## config.mk

```make
export PLATFORM = sky130hd
export DESIGN_NAME = change_dispenser
export DESIGN_NICKNAME = d
export VERILOG_FILES = /design/src/rtl/vm_pkg.sv /design/src/rtl/change_coin_select.sv /design/src/rtl/change_dispenser.sv
export SDC_FILE = /design/constraint.sdc
export NUM_CORES = 1
export LEC_CHECK = 0
export ABC_CLOCK_PERIOD_IN_PS = 2100
export BUFFER_PORTS_ARGS = -buffer_cell sky130_fd_sc_hd__buf_2
export CORE_ASPECT_RATIO = 0.9
export CORE_UTILIZATION = 50
export DETAILED_ROUTE_END_ITERATION = 8
export GPL_TIMING_DRIVEN = 0
export PLACE_DENSITY_LB_ADDON = 0.1
export SETUP_SLACK_MARGIN = 0.5
export SLEW_MARGIN = 5
export SYNTH_ARGS = -nofsm -noshare
export SYNTH_HDL_FRONTEND = slang
export SYNTH_SLANG_ARGS = --single-unit
```

## constraint.sdc

```tcl
create_clock -name clk -period 2.1 [get_ports clk]
set_input_delay 0.315 -clock clk [delete_from_list [all_inputs] [get_ports clk]]
set_output_delay 0.315 -clock clk [all_outputs]
set_load 0.1 [all_outputs]
```

## src/rtl/vm_pkg.sv

```systemverilog
// Shared vending-machine definitions.
//   - Coin codes as driven on the hopper interface (coin_type).
//   - Coin values in cents. vending_machine_top uses the same values.
//   - State encoding of the change dispenser FSM, which is also exported on
//     its debug port.
//   - coin_value(): maps a coin code to its value in cents.
package vm_pkg;

  localparam logic [1:0] COIN_50 = 2'b00;
  localparam logic [1:0] COIN_25 = 2'b01;
  localparam logic [1:0] COIN_10 = 2'b10;
  localparam logic [1:0] COIN_5  = 2'b11;

  localparam int unsigned VAL_50 = 50;
  localparam int unsigned VAL_25 = 25;
  localparam int unsigned VAL_10 = 10;
  localparam int unsigned VAL_5  = 5;

  typedef enum logic [2:0] {
    DISP_IDLE  = 3'd0,
    DISP_CALC  = 3'd1,
    DISP_ISSUE = 3'd2,
    DISP_GAP   = 3'd3,
    DISP_DONE  = 3'd4
  } disp_state_e;

  function automatic int unsigned coin_value(input logic [1:0] code);
    int unsigned val;
    case (code)
      COIN_50: val = VAL_50;
      COIN_25: val = VAL_25;
      COIN_10: val = VAL_10;
      default: val = VAL_5;
    endcase
    return val;
  endfunction

endpackage

```

## src/rtl/change_coin_select.sv

```systemverilog
// Greedy coin choice for the change dispenser (purely combinational).
// Ports:
//   remaining  in  AMT_W  cents still owed
//   coin_type  out 2      largest coin whose value is <= remaining
//   coin_ok    out 1      0 when remaining < 5c (nothing payable)
// When coin_ok is 0, coin_type reads COIN_5 and must be ignored.
module change_coin_select
  import vm_pkg::*;
#(
  parameter int AMT_W = 8
) (
  input  logic [AMT_W-1:0] remaining,
  output logic [1:0]       coin_type,
  output logic             coin_ok
);

  always_comb begin
    coin_type = COIN_5;
    coin_ok   = 1'b1;
    if (remaining >= AMT_W'(VAL_50)) begin
      coin_type = COIN_50;
    end else if (remaining >= AMT_W'(VAL_25)) begin
      coin_type = COIN_25;
    end else if (remaining >= AMT_W'(VAL_10)) begin
      coin_type = COIN_10;
    end else if (remaining >= AMT_W'(VAL_5)) begin
      coin_type = COIN_5;
    end else begin
      coin_ok = 1'b0;
    end
  end

endmodule

```

## src/rtl/change_dispenser.sv

```systemverilog
// Change dispenser: pays out a change amount greedily, one coin at a time,
// to the coin hopper, then pulses done (with err when a sub-5c residue is
// left or the hopper fails to ack in time).
// Handshakes (valid/ready):
//   request : accepted on the rising clk edge where change_valid & change_ready.
//             change_amt must be valid while change_valid is high. Requests
//             seen while busy are dropped, not queued.
//   hopper  : coin_valid rises with a stable coin_type and stays high until the
//             edge where coin_ack is sampled high. coin_ack is ignored while
//             coin_valid is low.
// Ports:
//   clk, rst       clock, synchronous active-high reset
//   change_valid   in   request strobe
//   change_amt     in   change in cents
//   change_ready   out  high only in IDLE
//   coin_valid     out  hopper request
//   coin_type      out  00=50c 01=25c 10=10c 11=5c
//   coin_ack       in   hopper released the coin
//   busy           out  high outside IDLE
//   done           out  one-cycle completion pulse
//   err            out  qualifies done
//   remaining      out  cents still owed (registered)
//   dbg_state      out  FSM state (vm_pkg::disp_state_e encoding)
module change_dispenser
  import vm_pkg::*;
#(
  parameter int AMT_W       = 8,
  parameter int GAP_CYCLES  = 4,
  parameter int ACK_TIMEOUT = 1000
) (
  input  logic             clk,
  input  logic             rst,
  input  logic             change_valid,
  input  logic [AMT_W-1:0] change_amt,
  output logic             change_ready,
  output logic             coin_valid,
  output logic [1:0]       coin_type,
  input  logic             coin_ack,
  output logic             busy,
  output logic             done,
  output logic             err,
  output logic [AMT_W-1:0] remaining,
  output logic [2:0]       dbg_state
);

  // Counters only need to reach N-1; keep at least one bit so a zero
  // parameter still yields legal declarations.
  localparam int GAP_W = (GAP_CYCLES > 1) ? $clog2(GAP_CYCLES) : 1;
  localparam int TO_W  = (ACK_TIMEOUT > 1) ? $clog2(ACK_TIMEOUT) : 1;
  localparam logic [GAP_W-1:0] GAP_LAST = GAP_W'((GAP_CYCLES > 0) ? GAP_CYCLES - 1 : 0);
  localparam logic [TO_W-1:0]  TO_LAST  = TO_W'((ACK_TIMEOUT > 0) ? ACK_TIMEOUT - 1 : 0);

  disp_state_e      state_q, state_d;
  logic [AMT_W-1:0] remaining_q, remaining_d;
  logic [1:0]       coin_type_q, coin_type_d;
  logic [GAP_W-1:0] gap_cnt_q, gap_cnt_d;
  logic [TO_W-1:0]  to_cnt_q, to_cnt_d;
  logic             err_q, err_d;

  logic [1:0]       sel_type;
  logic             sel_ok;
  logic [AMT_W-1:0] coin_val;

  change_coin_select #(
    .AMT_W (AMT_W)
  ) u_select (
    .remaining (remaining_q),
    .coin_type (sel_type),
    .coin_ok   (sel_ok)
  );

  // Value of the coin currently in flight; the greedy choice guarantees it
  // never exceeds remaining_q, so the subtraction cannot wrap.
  assign coin_val = AMT_W'(coin_value(coin_type_q));

  // State register
  always_ff @(posedge clk) begin
    if (rst) begin
      state_q <= DISP_IDLE;
    end else begin
      state_q <= state_d;
    end
  end

  // Datapath registers
  always_ff @(posedge clk) begin
    if (rst) begin
      remaining_q <= '0;
      coin_type_q <= COIN_50;
      gap_cnt_q   <= '0;
      to_cnt_q    <= '0;
      err_q       <= 1'b0;
    end else begin
      remaining_q <= remaining_d;
      coin_type_q <= coin_type_d;
      gap_cnt_q   <= gap_cnt_d;
      to_cnt_q    <= to_cnt_d;
      err_q       <= err_d;
    end
  end

  // Next-state and datapath update
  always_comb begin
    state_d     = state_q;
    remaining_d = remaining_q;
    coin_type_d = coin_type_q;
    gap_cnt_d   = gap_cnt_q;
    to_cnt_d    = to_cnt_q;
    err_d       = err_q;

    unique case (state_q)
      DISP_IDLE: begin
        if (change_valid) begin
          remaining_d = change_amt;
          err_d       = 1'b0;
          state_d     = DISP_CALC;
        end
      end

      DISP_CALC: begin
        if (!sel_ok) begin
          // Fully paid, or a residue below 5c that is dropped and left visible.
          err_d   = (remaining_q != '0);
          state_d = DISP_DONE;
        end else begin
          coin_type_d = sel_type;
          to_cnt_d    = '0;
          state_d     = DISP_ISSUE;
        end
      end

      DISP_ISSUE: begin
        // The ack is checked first so it wins over a timeout in the same cycle.
        if (coin_ack) begin
          remaining_d = remaining_q - coin_val;
          gap_cnt_d   = '0;
          state_d     = (GAP_CYCLES == 0) ? DISP_CALC : DISP_GAP;
        end else if (ACK_TIMEOUT != 0) begin
          if (to_cnt_q == TO_LAST) begin
            err_d   = 1'b1;
            state_d = DISP_DONE;
          end else begin
            to_cnt_d = to_cnt_q + TO_W'(1);
          end
        end
      end

      DISP_GAP: begin
        if (gap_cnt_q == GAP_LAST) begin
          state_d = DISP_CALC;
        end else begin
          gap_cnt_d = gap_cnt_q + GAP_W'(1);
        end
      end

      DISP_DONE: begin
        state_d = DISP_IDLE;
      end

      default: begin
        state_d = DISP_IDLE;
      end
    endcase
  end

  // Outputs
  always_comb begin
    change_ready = (state_q == DISP_IDLE);
    busy         = (state_q != DISP_IDLE);
    coin_valid   = (state_q == DISP_ISSUE);
    done         = (state_q == DISP_DONE);
    err          = (state_q == DISP_DONE) && err_q;
    coin_type    = coin_type_q;
    remaining    = remaining_q;
    dbg_state    = state_q;
  end

endmodule

```

==> results of run 1 <==
## cell usage after synthesis, drive strengths merged, types with 5 or more instances
library cell	count	share of area
ha	12	0.086
nor3	11	0.032
clkbuf	7	0.015
o21ai	7	0.020
a21oi	13	0.037
nand2	18	0.039
dfxtp	26	0.30
inv	13	0.028
or3	8	0.032
a211oi	5	0.022
nor2	21	0.045
xnor2	8	0.040
## power by group
group | switching (uW) | internal [uW] | total (uW)
combinational | 1080 | 703 | 1780
clock | 181 | 256 | 437
sequential | 106 | 560 | 666
## metrics by stage
stage | TNS, ns | setup WS, ns
6_report | -0.0422 | -0.0300
5_1_grt | -0.439 | -0.175
3_5_place_dp | -0.0138 | -0.0138
2_1_floorplan | -0.288 | -0.0890
4_1_cts | 0 | 0.00354
3_3_place_gp | 0 | 0.00478
## area by class of cell
cell class                      instances  area, sq um
Buffer                                 11          128
Clock buffer                            3         41.3
Tap cell                               42         52.6
Inverter                               14         68.8
Multi-Input combinational cell        163         1490
Clock inverter                          1         30.0
Timing Repair Buffer                   56          474
Sequential cell                        26          562
Fill cell                             146          339
## critical path, cell delays in order (launching register included)
cell,delay (ns)
dfxtp_4,0.40
inv_4,0.05
ha_4,0.15
or2_4,0.25
ha_4,0.17
inv_2,0.05
fa_2,0.20
a21o_1,0.14
a21oi_2,0.07
o211ai_1,0.24
mux2i_1,0.21
nor3_1,0.06
## logic make-up after synthesis
family / count (synthesis) / synth area share
and+or+nand+nor: 88 / 0.275
AOI/OAI and AO/OA: 48 / 0.194
DFF: 26 / 0.298
buffers and inverters: 25 / 0.0603
adders and majority gates: 13 / 0.0976
xor gates and xnor gates: 9 / 0.0452
muxes: 5 / 0.0294
## flip-flops by register name, indices dropped and copies added, names as in the netlist
name	count
to_cnt_q	10
remaining	8
gap_cnt_q	2
coin_type	2
err_q	1
dbg_state	3
## layer usage
metal / vias to the layer above / routed length (microns) / track usage
li1: 900 / - / -
met1: 957 / 2610 / 0.326
met2: 83 / 3140 / 0.519
met3: 16 / 306 / 0.0394
met4: 0 / 138 / 0.105
met5: - / 0 / 0
## worst max-delay path by stage
stage,from,end,slack (ns)
after floorplan,dbg_state[1],remaining[5],-0.09
after global placement,coin_type[1],remaining[7],0.005
after detailed placement,coin_type[1],remaining[7],-0.01
after CTS,coin_type[1],remaining[4],0.004
after global routing,coin_type[1],remaining[6],-0.18
final,coin_type[1],remaining[6],-0.03
## repair_timing
action / in CTS / in global routing
setup endpoints to repair: 27 / 30
gates resized for setup: 45 / 55
setup buffers: 13 / 15
endpoints found under the hold margin: 0 / 0
pin swaps: 25 / 39
==> qor.yml, run 1 <==
setup_viol: 2
route.vias.total: 1956
r2r_cells: 11
num-nets-final: 300
tritoncts: "built"
syn_inst: 214
clk_latency_ns: 0.28
final_area_sq_um: 2850
cts_made_buffers: 3
syn_area_per_cell_sq_um: 8.15
cap_violations: 0
drt_pass1_iterations: 4
maxSlewHeadroom: 0.546
synth-seq-cells: 26
hold_depth: 3
h-tree-depth: 1
worst_ep_required_time_ns: 2.26
outcome: "finished, violations left"
coreArea_sq_um: 3190
clock_path_buffers: 2
gr-total-overflow: 0
min_path_type: "input pin to register"
track_usage: 0.280
violations: "negative setup slack"
maxClockFrequency_mhz: 469
fin_crit_ns: 2.13
syn_to_final_growth_pct: 63.2
hold_buffers: 0
period_share: 1.01
power_uw: 2880
cts.clk_slew.worst_paths_ns: 0.10
final_core_util: 0.894
wl_per_cell_microns: 19.6
finalClockSkew_ns: 0.00480
crit_arrival_ns: 2.29
hp-start: "change_amt[1]"
cts_root_buffer: "clkbuf_8"
r2r_end: "remaining[6]"
synth.distinct_cells: 50
place_area_sq_um: 2130
syn-cell-area_sq_um: 1740
synthFlopType: "dfxtp_1"
ys_seq_area_frac: 0.298
hpwl_microns: 3110
diodes: 0
crit_path_end_kind: "register"
die_w_microns: 64.3
grt_max_degree: 16
wl_microns: 6190
drc: 0
cts.sinks: 26
final_cells: 316
routabilityCongestion: 0.822
start_kind: "register"
whs_endpoint: "remaining[1]"
die_y_microns: 58.0
r2r_start: "coin_type[1]"
drive_gt1_frac: 0.526
vias_per_cell: 6.19
grt_setup_unrepaired: "yes"
finalHoldViolations: 0
power_density_nw_per_um2: 1010
ff2ff_setup_slack_ns: -0.03
worst_pin_slew_ns: 0.681
slew_violations: 0
antenna_found_initial: 0
whs_ns: 0.288
path_class: "register to register"
synthArstFlopShare: 0
ioPinCount: 30
num_rows: 19
max-vdd-ir-drop_uv: 790
port_buffers: 28
final_common_cell: "buf_2"
finalWorstSetupSlack_ns: -0.0300
die_area_sq_um: 3730
initial_utilization: 0.548
synth_edf_count: 0
p_leak_uw: 0.00117
grt_pass1_vias: 1725
crit_fanout: 4
ys_warn_count: 0
drtIter0Drc: 215
synth_nets: 239
postRouteAntennaNets: 0
dp_cells: 284
grt_pass1_wl_microns: 8020
most-common-layout-cells: "buf_2, buf_4, nor2_1, nand2_1, buf_6"
Power figures use the tool's default switching activity.
==> run 2, diff against run 1 <==
--- a/config.mk
+++ b/config.mk
@@ -7,7 +7,6 @@
 export LEC_CHECK = 0
 export ABC_CLOCK_PERIOD_IN_PS = 2100
 export BUFFER_PORTS_ARGS = -buffer_cell sky130_fd_sc_hd__buf_2
-export CORE_ASPECT_RATIO = 0.9
 export CORE_UTILIZATION = 50
 export DETAILED_ROUTE_END_ITERATION = 8
 export GPL_TIMING_DRIVEN = 0
@@ -17,3 +16,4 @@
 export SYNTH_ARGS = -nofsm -noshare
 export SYNTH_HDL_FRONTEND = slang
 export SYNTH_SLANG_ARGS = --single-unit
+export TNS_END_PERCENT = 1
==> run 2 against run 1 <==
The run now ends clean. Fmax up 1.8%. Utilization fell by 20 points. Hold slack worse by 0.068 ns. First-iteration DRC count fell by 39%. Critical endpoint is now remaining[7]. Largest power group unchanged.
==> qor.yml, run 2 (synthesized netlist as in run 1, its figures left out) <==
finalHoldViolations: 0  # unchanged
drt_pass1_iterations: 4  # unchanged
outcome: "finished clean"
setup_viol: 0  # -2
r2r_cells: 9  # -2
die_area_sq_um: 3730  # about the same
cts_made_buffers: 3  # unchanged
cts.clk_slew.worst_paths_ns: 0.17  # +0.07 ns
crit_end: "remaining[7]"
dr.max_layer_used: "met4"
crit_slowest_cell: "dfxtp_4"
whs_ns: 0.220  # -0.0682 ns
postRouteAntennaNets: 0  # unchanged
cp.depth: 9  # -2
h-tree-depth: 1  # unchanged
crit_arrival_ns: 2.38  # +0.09 ns
crit_family: "compound AO/OA/AOI/OAI gates"
wl_met1_microns: 2040  # -22%
grt_pass1_wl_microns: 6310  # -21%
syn_to_final_growth_pct: 31.9
most-common-layout-cells: "buf_2, nor2_1, nand2_1"
wl_microns: 4350  # -30%
maxClockFrequency_mhz: 478  # +1.8%
die_y_microns: 61.1  # +5.2%
grt_setup_unrepaired: "yes"
p_leak_uw: 0.000903  # -23%
worst_ep_required_time_ns: 2.39  # +0.13 ns
port_buffers: 28  # unchanged
antenna_found_initial: 0  # unchanged
gr-total-overflow: 0  # unchanged
r2r_end: "remaining[7]"
track_usage: 0.233  # -0.0465
cts.sinks: 26  # unchanged
crit_path_end_kind: "register"
routabilityCongestion: 0.863  # +5.0%
wl_met2_microns: 2090  # -33%
tritoncts: "built"
ioPinCount: 30  # unchanged
ff2ff_setup_slack_ns: 0.008  # +0.04 ns
die_w_microns: 61.1  # -5.0%
wl_met3_microns: 176  # -42%
path_class: "register to register"
max-vdd-ir-drop_uv: 441  # -44%
largest_register_ffs: 10  # unchanged
crit_fanout: 4  # unchanged
grt_max_degree: 16  # unchanged
clk_latency_ns: 0.34  # +0.06 ns
path_buf_inv: 1  # -1
route.vias.total: 1690  # -14%
vias_per_cell: 5.73  # -7.4%
num_rows: 21  # +2
period_share: 0.996  # -0.0180
cts_root_buffer: "clkbuf_4"
hpwl_microns: 3000  # -3.5%
final_area_sq_um: 2300  # -19%
fin_crit_ns: 2.09  # -0.0379 ns
cp_slowest_stage_delay_ns: 0.43  # +0.03 ns
r2r_start: "coin_type[1]"
crit_path_cell_trace: "inv_4 > ha_4 > nor2_4 > ha_1 > nor2b_1 > o31a_1 > o21ai_2 > mux2_4 > a31oi_1"
final_common_cell: "buf_2"
worst_pin_slew_ns: 0.608  # -0.0735 ns
power_density_nw_per_um2: 1040  # +2.9%
crit_start: "coin_type[1]"
drtIter0Drc: 131  # -39%
num-nets-final: 275  # -8.3%
clock_path_buffers: 2  # unchanged
finalClockSkew_ns: 0.0179  # +0.0131 ns
diodes: 0  # unchanged
cap_violations: 0  # unchanged
place_area_sq_um: 2030  # -4.6%
fillCellCount: 297  # +100%
drive_gt1_frac: 0.345  # -0.180
slew_violations: 0  # unchanged
grt_pass1_vias: 1355  # -21%
min_path_type: "input pin to register"
wl_per_cell_microns: 14.7  # -25%
initial_utilization: 0.523  # -0.0248
maxSlewHeadroom: 0.584  # +0.0385
max_flop_register: "to_cnt_q"
coreArea_sq_um: 3340  # +4.8%
drc: 0  # unchanged
start_kind: "register"
[run 2: cell types whose count changed in the layout (fill, tap and decap cells not counted), moves of 4 or more]
cell | previous run | this run
a21oi_1 | 7 | 11
a21oi_2 | 6 | 2
buf_4 | 18 | 3
buf_6 | 11 | 1
clkbuf_4 | 0 | 8
clkbuf_8 | 4 | 0
dfxtp_1 | 9 | 13
nor2_1 | 16 | 20
[run 2: routing by layer]
layer / GRT usage / up-vias
li1: - / 846
met1: 0.326 / 794
met2: 0.380 / 44
met3: 0.0441 / 6
met4: 0.0390 / 0
met5: 0 / -
[run 2: worst min-delay path by stage]
stage | startpoint | endpoint | slack, ns | depth (start not counted)
global route | change_valid | dbg_state[0] | 0.23 | 3
floorplan | gap_cnt_q[1] | gap_cnt_q[1] | 0.45 | 2
finish | change_amt[1] | remaining[1] | 0.22 | 3
CTS | change_amt[1] | remaining[1] | 0.22 | 3
global placement | gap_cnt_q[1] | gap_cnt_q[1] | 0.46 | 2
detailed placement | gap_cnt_q[1] | gap_cnt_q[1] | 0.47 | 2
[run 2: layout make-up]
| type | instances | area, sq um | area share |
|---|---|---|---|
| inverter | 14 | 68.8 | 0.0299 |
| buffer | 11 | 90.1 | 0.0392 |
| sequential | 26 | 549 | 0.239 |
| tap | 46 | 57.6 | 0.0250 |
| timing repair buffer | 31 | 228 | 0.0990 |
| multi-input combinational | 163 | 1260 | 0.548 |
| clock buffer | 4 | 47.5 | 0.0207 |
[run 2: where the power goes]
group          switching, uW  total [uW]  leakage (uW)  internal (uW)
Sequential              97.6         654      0.000219            557
Clock                    169         315     0.0000261            146
Combinational            934        1430      0.000658            496
[run 2: what timing repair did]
action	4_1_cts	5_1_grt
resized for setup	10	52
pin swaps	7	13
endpoints found under the setup margin	29	34
hold buffers	0	0
setup buffers	2	1
[run 2: worst reg2reg max path, cell delays in order (launching register included)]
cell	delay (ns)
dfxtp_4	0.43
inv_4	0.06
ha_4	0.16
nor2_4	0.10
ha_1	0.22
nor2b_1	0.14
o31a_1	0.35
o21ai_2	0.16
mux2_4	0.31
a31oi_1	0.12
[run 2: through the flow]
step | TNS (ns) | power [uW] | worst slack [ns] | utilization | std cells
after global placement | -0.0621 | 1880 | -0.0620 | 0.609 | 288
after detailed placement | -0.0685 | 1890 | -0.0476 | 0.609 | 288
after global routing | -0.164 | 2520 | -0.0701 | 0.690 | 295
after floorplan | -0.561 | 1680 | -0.120 | - | 214
final | 0 | 2400 | 0.00783 | 0.690 | 295
after CTS | 0 | 2240 | 0.00468 | 0.639 | 294
